### src/rtl/mode_pkg.sv
// Shared definitions for the mode sequencer slice.
//   state_e                 : sequencer FSM states (idle, wait for datapath idle, flush, commit)
//   MODE_ENCODE/MODE_DECODE : indices of the two original Morse modes
//   DEFAULT_DEBOUNCE_CYCLES : default stable-clock count before a button level is accepted
package mode_pkg;

   typedef enum logic [1:0] {
      StIdle,
      StWaitIdle,
      StFlush,
      StCommit
   } state_e;

   localparam int unsigned MODE_ENCODE = 0;
   localparam int unsigned MODE_DECODE = 1;

   localparam int unsigned DEFAULT_DEBOUNCE_CYCLES = 20000;

endpackage

### src/rtl/mode_sequencer_if.sv
// Handshake bundle between the mode sequencer and the active datapath.
//   busy         : datapath is mid-symbol, mode change must wait
//   flush_ack    : datapath has cleared its buffers
//   flush_req    : level request to clear buffers
//   mode         : current mode index
//   mode_en      : one-hot enable, bit[mode] set
//   mode_changed : one-cycle pulse when a new mode is committed
// Modports: master = sequencer side, slave = datapath side.
interface mode_sequencer_if #(
   parameter int unsigned N_MODES = 2
);

   localparam int unsigned MODE_W = $clog2(N_MODES);

   logic              busy;
   logic              flush_ack;
   logic              flush_req;
   logic [MODE_W-1:0] mode;
   logic [N_MODES-1:0] mode_en;
   logic              mode_changed;

   modport master (
      input  busy,
      input  flush_ack,
      output flush_req,
      output mode,
      output mode_en,
      output mode_changed
   );

   modport slave (
      output busy,
      output flush_ack,
      input  flush_req,
      input  mode,
      input  mode_en,
      input  mode_changed
   );

endinterface

### src/rtl/btn_debounce.sv
// Button conditioner running on the system clock.
// A raw asynchronous button is synchronised with two flops, then a counter measures how long
// the synchronised level has differed from the accepted level. After DEBOUNCE_CYCLES
// consecutive differing clocks the accepted level flips; a 0->1 flip emits a one-cycle press.
// Ports:
//   clk   : system clock
//   rst   : asynchronous active-low reset (accepted level cleared to released)
//   btn   : raw button level, asynchronous
//   press : one-cycle pulse on an accepted press
module btn_debounce
   import mode_pkg::*;
#(
   parameter int unsigned DEBOUNCE_CYCLES = DEFAULT_DEBOUNCE_CYCLES
) (
   input  logic clk,
   input  logic rst,
   input  logic btn,
   output logic press
);

   localparam int unsigned CNT_W = $clog2(DEBOUNCE_CYCLES + 1);
   localparam logic [CNT_W-1:0] CNT_LAST = CNT_W'(DEBOUNCE_CYCLES - 1);

   logic             sync1_q;
   logic             sync2_q;
   logic             level_q;
   logic             press_q;
   logic [CNT_W-1:0] cnt_q;

   always_ff @(posedge clk or negedge rst) begin
      if (!rst) begin
         sync1_q <= 1'b0;
         sync2_q <= 1'b0;
         level_q <= 1'b0;
         press_q <= 1'b0;
         cnt_q   <= '0;
      end else begin
         sync1_q <= btn;
         sync2_q <= sync1_q;
         press_q <= 1'b0;
         if (sync2_q == level_q) begin
            // Any return to the accepted level restarts the stability window.
            cnt_q <= '0;
         end else if (cnt_q == CNT_LAST) begin
            cnt_q   <= '0;
            level_q <= sync2_q;
            press_q <= sync2_q;
         end else begin
            cnt_q <= cnt_q + CNT_W'(1);
         end
      end
   end

   assign press = press_q;

endmodule

### src/rtl/mode_sequencer.sv
// Mode sequencer: cycles through N_MODES operating modes (encoder, decoder, ...).
// Button presses are debounced on the system clock and latched as a single pending request
// (no queueing). Before a change is committed the sequencer waits for the datapath to go idle,
// raises flush_req and holds it until flush_ack or FLUSH_TIMEOUT clocks, then updates the mode,
// the one-hot enables and the LED indicator together, pulsing mode_changed for one cycle.
// Optional feature (macro MODE_PREV_EN): btn_prev gets its own debouncer and requests -1;
// simultaneous next/prev presses cancel. Without the macro btn_prev is ignored.
// Ports:
//   clk      : system clock
//   rst      : asynchronous active-low reset
//   btn_next : raw mode-advance button
//   btn_prev : raw mode-retreat button (MODE_PREV_EN only)
//   dp       : datapath handshake (busy, flush_ack, flush_req, mode, mode_en, mode_changed)
//   led_mode : LED indicator, mirrors mode_en
module mode_sequencer
   import mode_pkg::*;
#(
   parameter int unsigned N_MODES         = 2,
   parameter int unsigned DEBOUNCE_CYCLES = DEFAULT_DEBOUNCE_CYCLES,
   parameter int unsigned FLUSH_TIMEOUT   = 255
) (
   input  logic                clk,
   input  logic                rst,
   input  logic                btn_next,
   input  logic                btn_prev,
   mode_sequencer_if.master    dp,
   output logic [N_MODES-1:0]  led_mode
);

   localparam int unsigned MODE_W  = $clog2(N_MODES);
   // One spare bit so +1 on the last index cannot overflow for non power-of-two N_MODES.
   localparam int unsigned MODE_XW = MODE_W + 1;
   localparam logic [MODE_XW-1:0] MODE_LAST = MODE_XW'(N_MODES - 1);

   localparam int unsigned TMO_W = $clog2(FLUSH_TIMEOUT + 1);
   localparam logic [TMO_W-1:0] TMO_LAST = TMO_W'(FLUSH_TIMEOUT - 1);

   // ---------------------------------------------------------------------------------------
   // Input conditioning
   // ---------------------------------------------------------------------------------------
   logic next_ev;
   logic req_new;
   logic req_dec;

   btn_debounce #(
      .DEBOUNCE_CYCLES(DEBOUNCE_CYCLES)
   ) u_next_debounce (
      .clk  (clk),
      .rst  (rst),
      .btn  (btn_next),
      .press(next_ev)
   );

`ifdef MODE_PREV_EN
   logic prev_ev;

   btn_debounce #(
      .DEBOUNCE_CYCLES(DEBOUNCE_CYCLES)
   ) u_prev_debounce (
      .clk  (clk),
      .rst  (rst),
      .btn  (btn_prev),
      .press(prev_ev)
   );

   // Opposite presses in the same cycle cancel each other.
   assign req_new = next_ev ^ prev_ev;
   assign req_dec = prev_ev;
`else
   logic unused_btn_prev;

   assign unused_btn_prev = btn_prev;
   assign req_new         = next_ev;
   assign req_dec         = 1'b0;
`endif

   // ---------------------------------------------------------------------------------------
   // State
   // ---------------------------------------------------------------------------------------
   state_e             state_q;
   logic               pend_q;
   logic               dec_q;
   logic [TMO_W-1:0]   tmo_q;
   logic               flush_req_q;
   logic [MODE_W-1:0]  mode_q;
   logic [N_MODES-1:0] mode_en_q;
   logic               changed_q;

   // ---------------------------------------------------------------------------------------
   // Next mode index with wrap in both directions
   // ---------------------------------------------------------------------------------------
   logic [MODE_XW-1:0] mode_ext;
   logic [MODE_XW-1:0] mode_nxt;

   always_comb begin
      mode_ext = {1'b0, mode_q};
      mode_nxt = mode_ext;
      if (dec_q) begin
         mode_nxt = (mode_ext == '0) ? MODE_LAST : mode_ext - MODE_XW'(1);
      end else begin
         mode_nxt = (mode_ext >= MODE_LAST) ? '0 : mode_ext + MODE_XW'(1);
      end
   end

   // ---------------------------------------------------------------------------------------
   // Sequencer FSM with registered outputs
   // ---------------------------------------------------------------------------------------
   always_ff @(posedge clk or negedge rst) begin
      if (!rst) begin
         state_q     <= StIdle;
         pend_q      <= 1'b0;
         dec_q       <= 1'b0;
         tmo_q       <= '0;
         flush_req_q <= 1'b0;
         mode_q      <= MODE_W'(MODE_ENCODE);
         mode_en_q   <= N_MODES'(1) << MODE_ENCODE;
         changed_q   <= 1'b0;
      end else begin
         changed_q <= 1'b0;

         // A request is latched only when none is pending; later presses are dropped.
         if (req_new && !pend_q) begin
            pend_q <= 1'b1;
            dec_q  <= req_dec;
         end

         unique case (state_q)
            StIdle: begin
               // Acting on the fresh event saves a cycle of press-to-commit latency.
               if (pend_q || req_new) begin
                  state_q <= StWaitIdle;
               end
            end

            StWaitIdle: begin
               if (!dp.busy) begin
                  state_q     <= StFlush;
                  flush_req_q <= 1'b1;
                  tmo_q       <= '0;
               end
            end

            StFlush: begin
               // busy is deliberately not looked at here: an started flush always completes.
               if (dp.flush_ack || (tmo_q == TMO_LAST)) begin
                  state_q     <= StCommit;
                  flush_req_q <= 1'b0;
                  pend_q      <= 1'b0;
                  mode_q      <= mode_nxt[MODE_W-1:0];
                  mode_en_q   <= N_MODES'(1) << mode_nxt;
                  changed_q   <= 1'b1;
               end else begin
                  tmo_q <= tmo_q + TMO_W'(1);
               end
            end

            StCommit: begin
               state_q <= StIdle;
            end

            default: begin
               state_q <= StIdle;
            end
         endcase
      end
   end

   assign dp.flush_req    = flush_req_q;
   assign dp.mode         = mode_q;
   assign dp.mode_en      = mode_en_q;
   assign dp.mode_changed = changed_q;
   assign led_mode        = mode_en_q;

endmodule
### src/flat_wrapper.sv
// flat-port wrapper written by rule: the top's interface ports become plain ports
module mode_sequencer_flat import mode_pkg::*;
#(
   parameter int unsigned N_MODES         = 2,
   parameter int unsigned DEBOUNCE_CYCLES = DEFAULT_DEBOUNCE_CYCLES,
   parameter int unsigned FLUSH_TIMEOUT   = 255
)
  (clk, rst, btn_next, btn_prev, led_mode, dp_busy, dp_flush_ack, dp_flush_req, dp_mode, dp_mode_en, dp_mode_changed);
  mode_sequencer_if #(.N_MODES(N_MODES)) dp_i ();
  input  logic clk;
  input  logic rst;
  input  logic btn_next;
  input  logic btn_prev;
  output logic [N_MODES-1:0] led_mode;
  input wire logic [$bits(dp_i.busy)-1:0] dp_busy;
  input wire logic [$bits(dp_i.flush_ack)-1:0] dp_flush_ack;
  output wire logic [$bits(dp_i.flush_req)-1:0] dp_flush_req;
  output wire logic [$bits(dp_i.mode)-1:0] dp_mode;
  output wire logic [$bits(dp_i.mode_en)-1:0] dp_mode_en;
  output wire logic [$bits(dp_i.mode_changed)-1:0] dp_mode_changed;
  assign dp_i.busy = dp_busy;
  assign dp_i.flush_ack = dp_flush_ack;
  assign dp_flush_req = dp_i.flush_req;
  assign dp_mode = dp_i.mode;
  assign dp_mode_en = dp_i.mode_en;
  assign dp_mode_changed = dp_i.mode_changed;
  mode_sequencer #(.N_MODES(N_MODES), .DEBOUNCE_CYCLES(DEBOUNCE_CYCLES), .FLUSH_TIMEOUT(FLUSH_TIMEOUT)) u_core (.clk(clk), .rst(rst), .btn_next(btn_next), .btn_prev(btn_prev), .dp(dp_i), .led_mode(led_mode));
endmodule
### config.mk
export PLATFORM = sky130hd
export DESIGN_NAME = mode_sequencer_flat
export DESIGN_NICKNAME = d
export VERILOG_FILES = /design/src/rtl/mode_pkg.sv /design/src/rtl/mode_sequencer_if.sv /design/src/rtl/btn_debounce.sv /design/src/rtl/mode_sequencer.sv /design/src/flat_wrapper.sv
export SDC_FILE = /design/constraint.sdc
export NUM_CORES = 1
export LEC_CHECK = 0
export BUFFER_PORTS_ARGS = -buffer_cell sky130_fd_sc_hd__clkbuf_2
export CAP_MARGIN = 30
export CORE_UTILIZATION = 43
export DETAILED_ROUTE_END_ITERATION = 7
export PLACE_DENSITY = 0.64
export SYNTH_ARGS = -nofsm -noshare
export SYNTH_HDL_FRONTEND = slang
export SYNTH_SLANG_ARGS = --single-unit
### constraint.sdc
create_clock -name clk -period 1.6 [get_ports clk]
set_input_delay 0 -clock clk [delete_from_list [all_inputs] [get_ports clk]]
set_output_delay 0 -clock clk [all_outputs]
set_load 0.02 [all_outputs]
==> results.yml, run 1 <==
outcome:
  status: "finished with violations"
  violations: "setup timing"
route:
  drc: 0
  dr.pass1.iters: 4
  vias: 1314
  antenna_left: 0
  wire_per_inst_um: 13.2
  viasPerCell: 5.32
  drt_iter0_drc: 64
  routed_wl_um: 3250
layout:
  nNetsFinal: 210
  final_cell_area_um2: 2090
  antenna_cells: 0
  fin_cells: 247
  drive_gt1_share_pct: 28.1
  final_util_pct: 55.9
  syn2layout_area_growth_pct: 22.6
logic_synthesis:
  syn-mean-instance-area_um2: 10.4
  synth_edf_count: 0
  ys_ff_latch: 34
  yosysTopAreaCell: "dfrtp_1"
  yosys-top-cells-area: "dfrtp_1 (48%), nor2_1 (4.8%), ha_1 (4.4%)"
  postSynthNetCount: 176
  ys_types: 40
  yosysTopAreaCellShare_pct: 48.4
  synth_area_um2: 1710
  synth-main-ff-cell: "dfrtp_1"
  ys_seq_area_share_pct: 49.9
  synthArstFlopShare_pct: 100
  netlist_instances: 164
  ys_warn_count: 0
sta:
  maxSlewHeadroom_pct: 61.1
  min_period_ps: 1610
  rsz0062_at_grt: "yes"
  worst_pin_slew_ps: 583
  final.period_utilization_pct: 101
  max_freq_mhz: 621
  final.setup.worst_slack_ps: -10.2
  fin_worst_skew_ps: 2.57
  hold_violations: 0
  drv_slew: 0
  finalSetupViolCount: 1
grt:
  grt_use_met3_pct: 4.23
  overflow: 0
  grt_max_degree: 24
  global_route.usage.met2_pct: 28.0
  grt_util_all_layers_pct: 17.5
  grt_pass1_vias: 1274
  grtUsageMet1_pct: 22.6
  antenna_found_initial: 0
  busiest_layer: "met2"
  grt_first_pass_wirelength_um: 5600
clock_network:
  cts_buffers: 5
  cts_max_level: 2
  root_buffer: "clkbuf_8"
  clockBufferDepth: 2
  cts_tree: "yes"
  cts_sinks: 34
  clk_pin_slew_ps: 70
  clk_latency_ps: 280
setup_path:
  crit_arrival_ps: 1790
  ff2ff_path_depth: 7
  rrSetupSlack_ps: -10
  r2r-start: "u_core.tmo_q[0]$_DFFE_PN0P_"
  r2r-end: "u_core.tmo_q[6]$_DFFE_PN0P_"
  worstSetupStartpointType: "flop"
  cp-end-kind: "flop"
  critPathRequiredTime_ps: 1780
  critPathKind: "reg -> reg"
  worstPathMaxFanout: 6
floorplanning:
  io_pins: 13
  core_um2: 3740
  die_h_um: 65.0
  rows: 22
  initial_core_util_pct: 45.6
  dieArea_um2: 4230
  fp.dieW_um: 65.0
pwr:
  power_leakage_nw: 0.932
  cellPowerDensity_nw_per_um2: 1290
  peakVddDrop_uv: 555
  p_total_w: 0.00270
place:
  place_inst: 232
  gp_congestion: 0.800
  io_buffer_count: 11
  dpl-instance-area_um2: 1910
  dp_hpwl_um: 2290
hold_path:
  min_path_cells: 4
  hold_start: "dp_busy"
  holdPathEnd: "u_core.dp.flush_req$_DFFE_PN0P_"
  hold_class: "in -> reg"
flow_run:
  max_cap_violations: 0
-- layout make-up --
class | instances | area [um^2]
Inverter | 6 | 22.5
Fill cell | 337 | 1650
Clock inverter | 2 | 10.0
Tap cell | 48 | 60.1
Sequential cell | 34 | 852
Timing Repair Buffer | 34 | 240
Multi-Input combinational cell | 117 | 837
Clock buffer | 6 | 72.6
-- per-stage QoR --
step                      setup TNS (ps)  setup slack [ps]  hold WS [ps]
final                              -10.2             -10.2           105
after global routing                -398             -93.9           129
after CTS                              0              4.45          88.3
after detailed placement           -31.1             -31.1          18.2
after global placement                 0              45.6          19.2
after floorplan                    -10.5             -10.5          -296
-- repair_timing --
item                                    CTS  global route
buffers inserted                          1             4
hold buffers                              2             0
endpoints found under the setup margin    3            22
pin swaps                                 1             5
endpoints found under the hold margin    21             0
resized for setup                         1            12
-- worst max-delay path: stages (launching register included) --
cell and delay, ps:
dfrtp_1 340, inv_1 50, ha_2 180, and3_4 190
a211oi_4 300, buf_4 170, nand2_4 70, o41ai_2 210
-- state kept, by name (all words and copies together), names as in the netlist --
name and cells:
u_core.u_next_debounce.cnt_q 15, u_core.tmo_q 8, u_core.state_q 2, u_core.dp.flush_req 1
u_core.dp.mode 1, u_core.dp.mode_changed 1, u_core.dp.mode_en 1, u_core.pend_q 1
u_core.u_next_debounce.level_q 1, u_core.u_next_debounce.press 1, u_core.u_next_debounce.sync1_q 1, u_core.u_next_debounce.sync2_q 1
-- placed cells by master (no fill, tap or decap), drive strengths merged, types with 3 or more instances in the layout --
master	n
nor3	5
mux2	3
a31oi	4
and4	4
buf	21
xor2	8
nor2	23
o211ai	3
clkbuf	17
o21ai	7
nand2	9
nand4	8
nand3	8
ha	6
o31ai	4
dfrtp	33
inv	6
xnor2	7
-- where the power goes --
group / total, W / leakage [nW] / internal (W) / switching [W]
logic: 0.00105 / 0.433 / 0.000482 / 0.000564
registers: 0.00106 / 0.454 / 0.000976 / 0.0000802
clock network: 0.000599 / 0.0450 / 0.000301 / 0.000297
-- layer usage --
metal	up-vias	routed length [um]
li1	656	-
met1	631	1570
met2	22	1550
met3	5	95
met4	0	42
met5	-	0
-- synthesized netlist by cell type, drive strengths merged (2+ instances only) --
library cell,n
and3,2
nand3,8
dfrtp,33
nor3,5
mux2,3
o211ai,3
nor2,23
ha,6
inv,6
and2,2
o21ai,7
nor4,2
and4,4
buf,6
a21oi,2
a31oi,4
o31ai,4
xor2,8
nand2,9
xnor2,7
nand4,8
-- how the worst max path moves through the flow --
| stage | start | end | slack (ps) | depth (start not counted) |
|---|---|---|---|---|
| floorplan | u_core.tmo_q[0]$_DFFE_PN0P_ | u_core.state_q[1]$_DFFE_PN0P_ | -10 | 6 |
| global placement | u_core.state_q[0]$_DFFE_PN0P_ | u_core.state_q[1]$_DFFE_PN0P_ | 50 | 6 |
| detailed placement | u_core.state_q[0]$_DFFE_PN0P_ | u_core.tmo_q[7]$_DFFE_PN0P_ | -30 | 7 |
| CTS | u_core.state_q[0]$_DFFE_PN0P_ | u_core.tmo_q[7]$_DFFE_PN0P_ | 4 | 7 |
| global route | u_core.tmo_q[0]$_DFFE_PN0P_ | u_core.tmo_q[7]$_DFFE_PN0P_ | -90 | 7 |
| finish | u_core.tmo_q[0]$_DFFE_PN0P_ | u_core.tmo_q[6]$_DFFE_PN0P_ | -10 | 7 |
-- kinds of logic (layout without fill, tap and decap cells) --
group | count (synthesis) | in the layout | share of synthesized area [%]
and+or+nand+nor | 66 | 66 | 20.1
DFF | 34 | 34 | 49.9
buffers and inverters | 13 | 48 | 3.74
xor gates and xnor gates | 15 | 15 | 7.69
muxes | 3 | 3 | 1.98
adders and majority gates | 6 | 6 | 4.40
AOI/OAI and AO/OA | 27 | 27 | 12.2
Power figures use the tool's default switching activity.
==> run 2: changes to the inputs <==
--- a/config.mk
+++ b/config.mk
@@ -10,6 +10,7 @@
 export CORE_UTILIZATION = 43
 export DETAILED_ROUTE_END_ITERATION = 7
 export PLACE_DENSITY = 0.64
+export RECOVER_POWER = 25
 export SYNTH_ARGS = -nofsm -noshare
 export SYNTH_HDL_FRONTEND = slang
 export SYNTH_SLANG_ARGS = --single-unit
==> results.yml, run 2 (synthesized netlist as in run 1, its figures left out) <==
pwr:
  pwr-share-comb_pct: 38.7
  clkPwrFrac_pct: 22.2
  p_sw_w: 0.000941
  p_int_w: 0.00176
  p_total_w: 0.00270
  power_leakage_nw: 0.929
  swShare_pct: 34.9
  pwr-share-seq_pct: 39.1
  peakVddDrop_uv: 555
  cellPowerDensity_nw_per_um2: 1290
route:
  antenna_left: 0
  drt_iter0_drc: 64
  dr.pass1.iters: 4
  drc: 0
  routed_wl_um: 3240
  viasPerCell: 5.33
  wire_per_inst_um: 13.1
  vias: 1316
layout:
  largest_reg_flops: 15
  multiInputGateArea_um2: 837
  top_register: "u_core.u_next_debounce.cnt_q"
  antenna_cells: 0
  syn2layout_area_growth_pct: 22.6
  largestRegisters: "u_core.u_next_debounce.cnt_q (15), u_core.tmo_q (8), u_core.state_q (2)"
  seqCellArea_um2: 852
  num-fill-cells: 338
  layout_commonest_cell: "dfrtp_1"
  drive_gt1_share_pct: 27.6
  mostFrequentLayoutCells: "dfrtp_1 (33), nor2_1 (21), buf_4 (19)"
  nNetsFinal: 210
outcome:
  violations: "setup timing"
  status: "finished with violations"
setup_path:
  worstSetupStartpointType: "flop"
  crit_chain: "inv_1, ha_2, and3_4, a211oi_4, buf_4, nand2_4, o41ai_2"
  critPathRequiredTime_ps: 1780
  crit_start: "u_core.tmo_q[0]$_DFFE_PN0P_"
  path_delay_family: "compound AO/OA/AOI/OAI gates"
  slowest_delay_ps: 340
  slowest_stage: "dfrtp_1"
  r2r-start: "u_core.tmo_q[0]$_DFFE_PN0P_"
  cp-end-kind: "flop"
  worstPathMaxFanout: 6
  crit_arrival_ps: 1790
  critPathKind: "reg -> reg"
  worst-path-buf-inv: 2
grt:
  grt_max_degree: 24
  antenna_found_initial: 0
  grt_pass1_vias: 1274
  overflow: 0
  grt_util_all_layers_pct: 17.5
  grt_first_pass_wirelength_um: 5600
sta:
  worst_pin_slew_ps: 1240
  rsz0062_at_grt: "yes"
  final.setup.worst_slack_ps: -9.81
  max_freq_mhz: 621
  hold_violations: 0
  finalSetupViolCount: 1
  drv_slew: 0
  final.period_utilization_pct: 101
  fin_worst_skew_ps: 2.57
  min_period_ps: 1610
  maxSlewHeadroom_pct: 17.0
  fin_setup_tns_ps: -9.81
hold_path:
  hold_start: "dp_busy"
  hold_class: "in -> reg"
floorplanning:
  fp.dieW_um: 65.0
  die_h_um: 65.0
  initial_core_util_pct: 45.6
  rows: 22
  dieArea_um2: 4230
  io_pins: 13
  core_um2: 3740
clock_network:
  clk_pin_slew_ps: 70
  clockBufferDepth: 2
  cts_buffers: 5
  cts_sinks: 34
  root_buffer: "clkbuf_8"
  cts_tree: "yes"
  clk_latency_ps: 280
  cts_max_level: 2
flow_run:
  max_cap_violations: 0
place:
  gp_congestion: 0.800
  io_buffer_count: 11
  dp_hpwl_um: 2290
==> run 2: cell types whose count changed in the layout (fill, tap and decap cells not counted) <==
| cell | delta |
|---|---|
| clkbuf_1 | +1 |
| clkbuf_2 | -1 |
==> run 2: metal layers <==
layer	vias up	routed length [um]	GRT usage, %
met5	-	0	0
met1	633	1550	22.6
met3	5	95	4.23
met2	22	1550	28.0
met4	0	42	7.34
li1	656	-	-
==> run 2: metrics by stage <==
step                      setup slack (ps)  utilization (%)  instances  hold slack, ps  instance area (um^2)
after floorplan                      -10.5                -        164            -296                  1710
after global placement                45.6             50.9        232            19.2                  1910
after detailed placement             -31.1             50.9        232            18.2                  1910
after CTS                             4.45             54.1        243            88.3                  2030
after global routing                 -93.9             55.9        247             129                  2090
final                                -9.81             55.9        247             104                  2090
==> run 2: worst min-delay path: stages <==
cell	delay, ps
clkbuf_2	110
inv_1	50
a31oi_1	80
a21oi_1	100
==> run 2: worst paths after layout <==
path / to / slack (ps) / depth (start not counted)
max in group asynchronous: u_core.u_next_debounce.sync2_q$_DFF_PN0_ / 350 / 3
max reg2reg: u_core.tmo_q[6]$_DFFE_PN0P_ / -10 / 7
min reg2reg: u_core.u_next_debounce.sync2_q$_DFF_PN0_ / 360 / 0
min in group asynchronous: u_core.state_q[1]$_DFFE_PN0P_ / 500 / 2
max: u_core.tmo_q[6]$_DFFE_PN0P_ / -10 / 7
min: u_core.dp.flush_req$_DFFE_PN0P_ / 100 / 4
==> run 2: cell type report <==
type                    count  area share, %
inverters                   6           1.08
flip-flops and latches     34           40.7
clock inverters             2          0.478
multi-input cells         117           40.0
clock buffers               6           3.47
repair buffers             34           11.4
well taps                  48           2.87
==> run 2: power by group through the flow <==
stage | clock (W) | combinational, W | sequential, W
6_report | 0.000599 | 0.00105 | 0.00106
5_1_grt | 0.000651 | 0.00116 | 0.00107
4_1_cts | 0.000617 | 0.000929 | 0.00105
3_5_place_dp | 0 | 0.000873 | 0.00107
3_3_place_gp | 0 | 0.000850 | 0.00106
2_1_floorplan | 0 | 0.000541 | 0.00113
==> run 2: what timing repair did <==
action	4_1_cts	5_1_grt
hold endpoints to repair	21	0
gates resized for setup	1	12
setup buffers	1	4
pin swaps	1	5
cloned	0	0
setup endpoints to repair	3	22
hold buffers	2	0
==> run 3: changes to the inputs <==
--- a/config.mk
+++ b/config.mk
@@ -11,6 +11,7 @@
 export DETAILED_ROUTE_END_ITERATION = 7
 export PLACE_DENSITY = 0.64
 export RECOVER_POWER = 25
+export SKIP_LAST_GASP = 1
 export SYNTH_ARGS = -nofsm -noshare
 export SYNTH_HDL_FRONTEND = slang
 export SYNTH_SLANG_ARGS = --single-unit
==> results.yml, run 3 (synthesized netlist as in run 1, its figures left out) <==
grt:
  grt_use_met3_pct: 4.23
  grt_max_degree: 24
  grt_util_all_layers_pct: 17.5
  busiest_layer: "met2"
  global_route.usage.met2_pct: 28.0
  grt_first_pass_wirelength_um: 5600
  grt_pass1_vias: 1274
  overflow: 0
  grtUsageMet1_pct: 22.6
  antenna_found_initial: 0
layout:
  drive_gt1_share_pct: 27.6
  nNetsFinal: 210
  final_cell_area_um2: 2090
  mostFrequentLayoutCells: "dfrtp_1 (33), nor2_1 (21), buf_4 (19)"
  largest_reg_flops: 15
  largestRegisters: "u_core.u_next_debounce.cnt_q (15), u_core.tmo_q (8), u_core.state_q (2)"
  top_register: "u_core.u_next_debounce.cnt_q"
  syn2layout_area_growth_pct: 22.6
  antenna_cells: 0
  layout_commonest_cell: "dfrtp_1"
  fin_cells: 247
sta:
  worst_pin_slew_ps: 1240
  rsz0062_at_grt: "yes"
  final.period_utilization_pct: 101
  fin_worst_skew_ps: 2.77
  finalSetupViolCount: 1
  maxSlewHeadroom_pct: 17.6
  max_freq_mhz: 621
  final.setup.worst_slack_ps: -9.92
  hold_violations: 0
  fin_setup_tns_ps: -9.92
  min_period_ps: 1610
  drv_slew: 0
clock_network:
  cts_max_level: 2
  cts_sinks: 34
  clk_pin_slew_ps: 70
  cts_tree: "yes"
  clockBufferDepth: 2
  clk_latency_ps: 280
  root_buffer: "clkbuf_8"
  cts_buffers: 5
place:
  place_inst: 232
  dp_hpwl_um: 2290
  dpl-instance-area_um2: 1910
  gp_congestion: 0.800
  io_buffer_count: 11
pwr:
  cellPowerDensity_nw_per_um2: 1290
  power_leakage_nw: 0.929
  p_total_w: 0.00270
  peakVddDrop_uv: 554
floorplanning:
  io_pins: 13
  fp.dieW_um: 65.0
  dieArea_um2: 4230
  initial_core_util_pct: 45.6
  die_h_um: 65.0
  rows: 22
  core_um2: 3740
setup_path:
  critPathRequiredTime_ps: 1780
  cp-end-kind: "flop"
  crit_arrival_ps: 1790
  critPathKind: "reg -> reg"
  worstPathMaxFanout: 6
  worstSetupStartpointType: "flop"
route:
  dr.pass1.iters: 4
  vias: 1302
  drc: 0
  drt_iter0_drc: 62
  antenna_left: 0
  viasPerCell: 5.27
  wire_per_inst_um: 13.2
  routed_wl_um: 3250
outcome:
  status: "finished with violations"
  violations: "setup timing"
hold_path:
  hold_class: "in -> reg"
flow_run:
  max_cap_violations: 0
==> run 3: cell counts in the layout (fill, tap and decap cells not counted) <==
Identical to the previous run, type by type.
==> run 3: final timing paths <==
| check | startpoint | end | slack (ps) | depth (start not counted) |
|---|---|---|---|---|
| max in group asynchronous | rst | u_core.u_next_debounce.sync2_q$_DFF_PN0_ | 350 | 3 |
| worst min register to register | u_core.u_next_debounce.sync1_q$_DFF_PN0_ | u_core.u_next_debounce.sync2_q$_DFF_PN0_ | 360 | 0 |
| worst max register to register | u_core.tmo_q[0]$_DFFE_PN0P_ | u_core.tmo_q[6]$_DFFE_PN0P_ | -10 | 7 |
| worst min-delay path | dp_busy | u_core.dp.flush_req$_DFFE_PN0P_ | 100 | 4 |
| worst max-delay path | u_core.tmo_q[0]$_DFFE_PN0P_ | u_core.tmo_q[6]$_DFFE_PN0P_ | -10 | 7 |
| min in group asynchronous | rst | u_core.state_q[1]$_DFFE_PN0P_ | 500 | 2 |
==> run 3: timing repair <==
item / in CTS / in global routing
setup endpoints to repair: 3 / 22
setup buffers: 1 / 4
hold buffers: 2 / 0
resized for setup: 1 / 12
endpoints found under the hold margin: 21 / 0
pin swaps: 1 / 4
==> run 3: report_power, final <==
| part | internal, W | switching (W) | leakage, nW |
|---|---|---|---|
| combinational | 0.000482 | 0.000565 | 0.430 |
| clock | 0.000301 | 0.000297 | 0.0450 |
| sequential | 0.000976 | 0.0000799 | 0.454 |
| total | 0.00176 | 0.000942 | 0.929 |
==> run 3: layout make-up <==
| type | instances | area (um^2) |
|---|---|---|
| Inverter | 6 | 22.5 |
| Fill cell | 338 | 1650 |
| Sequential cell | 34 | 852 |
| Tap cell | 48 | 60.1 |
| Multi-Input combinational cell | 117 | 837 |
| Clock inverter | 2 | 10.0 |
| Clock buffer | 6 | 72.6 |
| Timing Repair Buffer | 34 | 239 |
==> run 3: worst max-delay path, stage by stage, from the launching register on <==
cell and delay [ps]:
dfrtp_1 340, inv_1 50, ha_2 180, and3_4 190, a211oi_4 300, buf_4 170, nand2_4 70, o41ai_2 210
==> run 3: metal layers <==
metal / part of all wire, % / up-vias
li1: - / 655
met1: 48 / 624
met2: 48 / 18
met3: 2.6 / 5
met4: 1.3 / 0
met5: 0 / -
==> run 3: per-stage QoR <==
| step | hold slack [ps] | utilization [%] | setup WS [ps] |
|---|---|---|---|
| final | 104 | 55.9 | -9.92 |
| after floorplan | -296 | - | -10.5 |
| after global routing | 129 | 55.9 | -93.9 |
| after CTS | 88.3 | 54.1 | 4.45 |
| after global placement | 19.2 | 50.9 | 45.6 |
| after detailed placement | 18.2 | 50.9 | -31.1 |
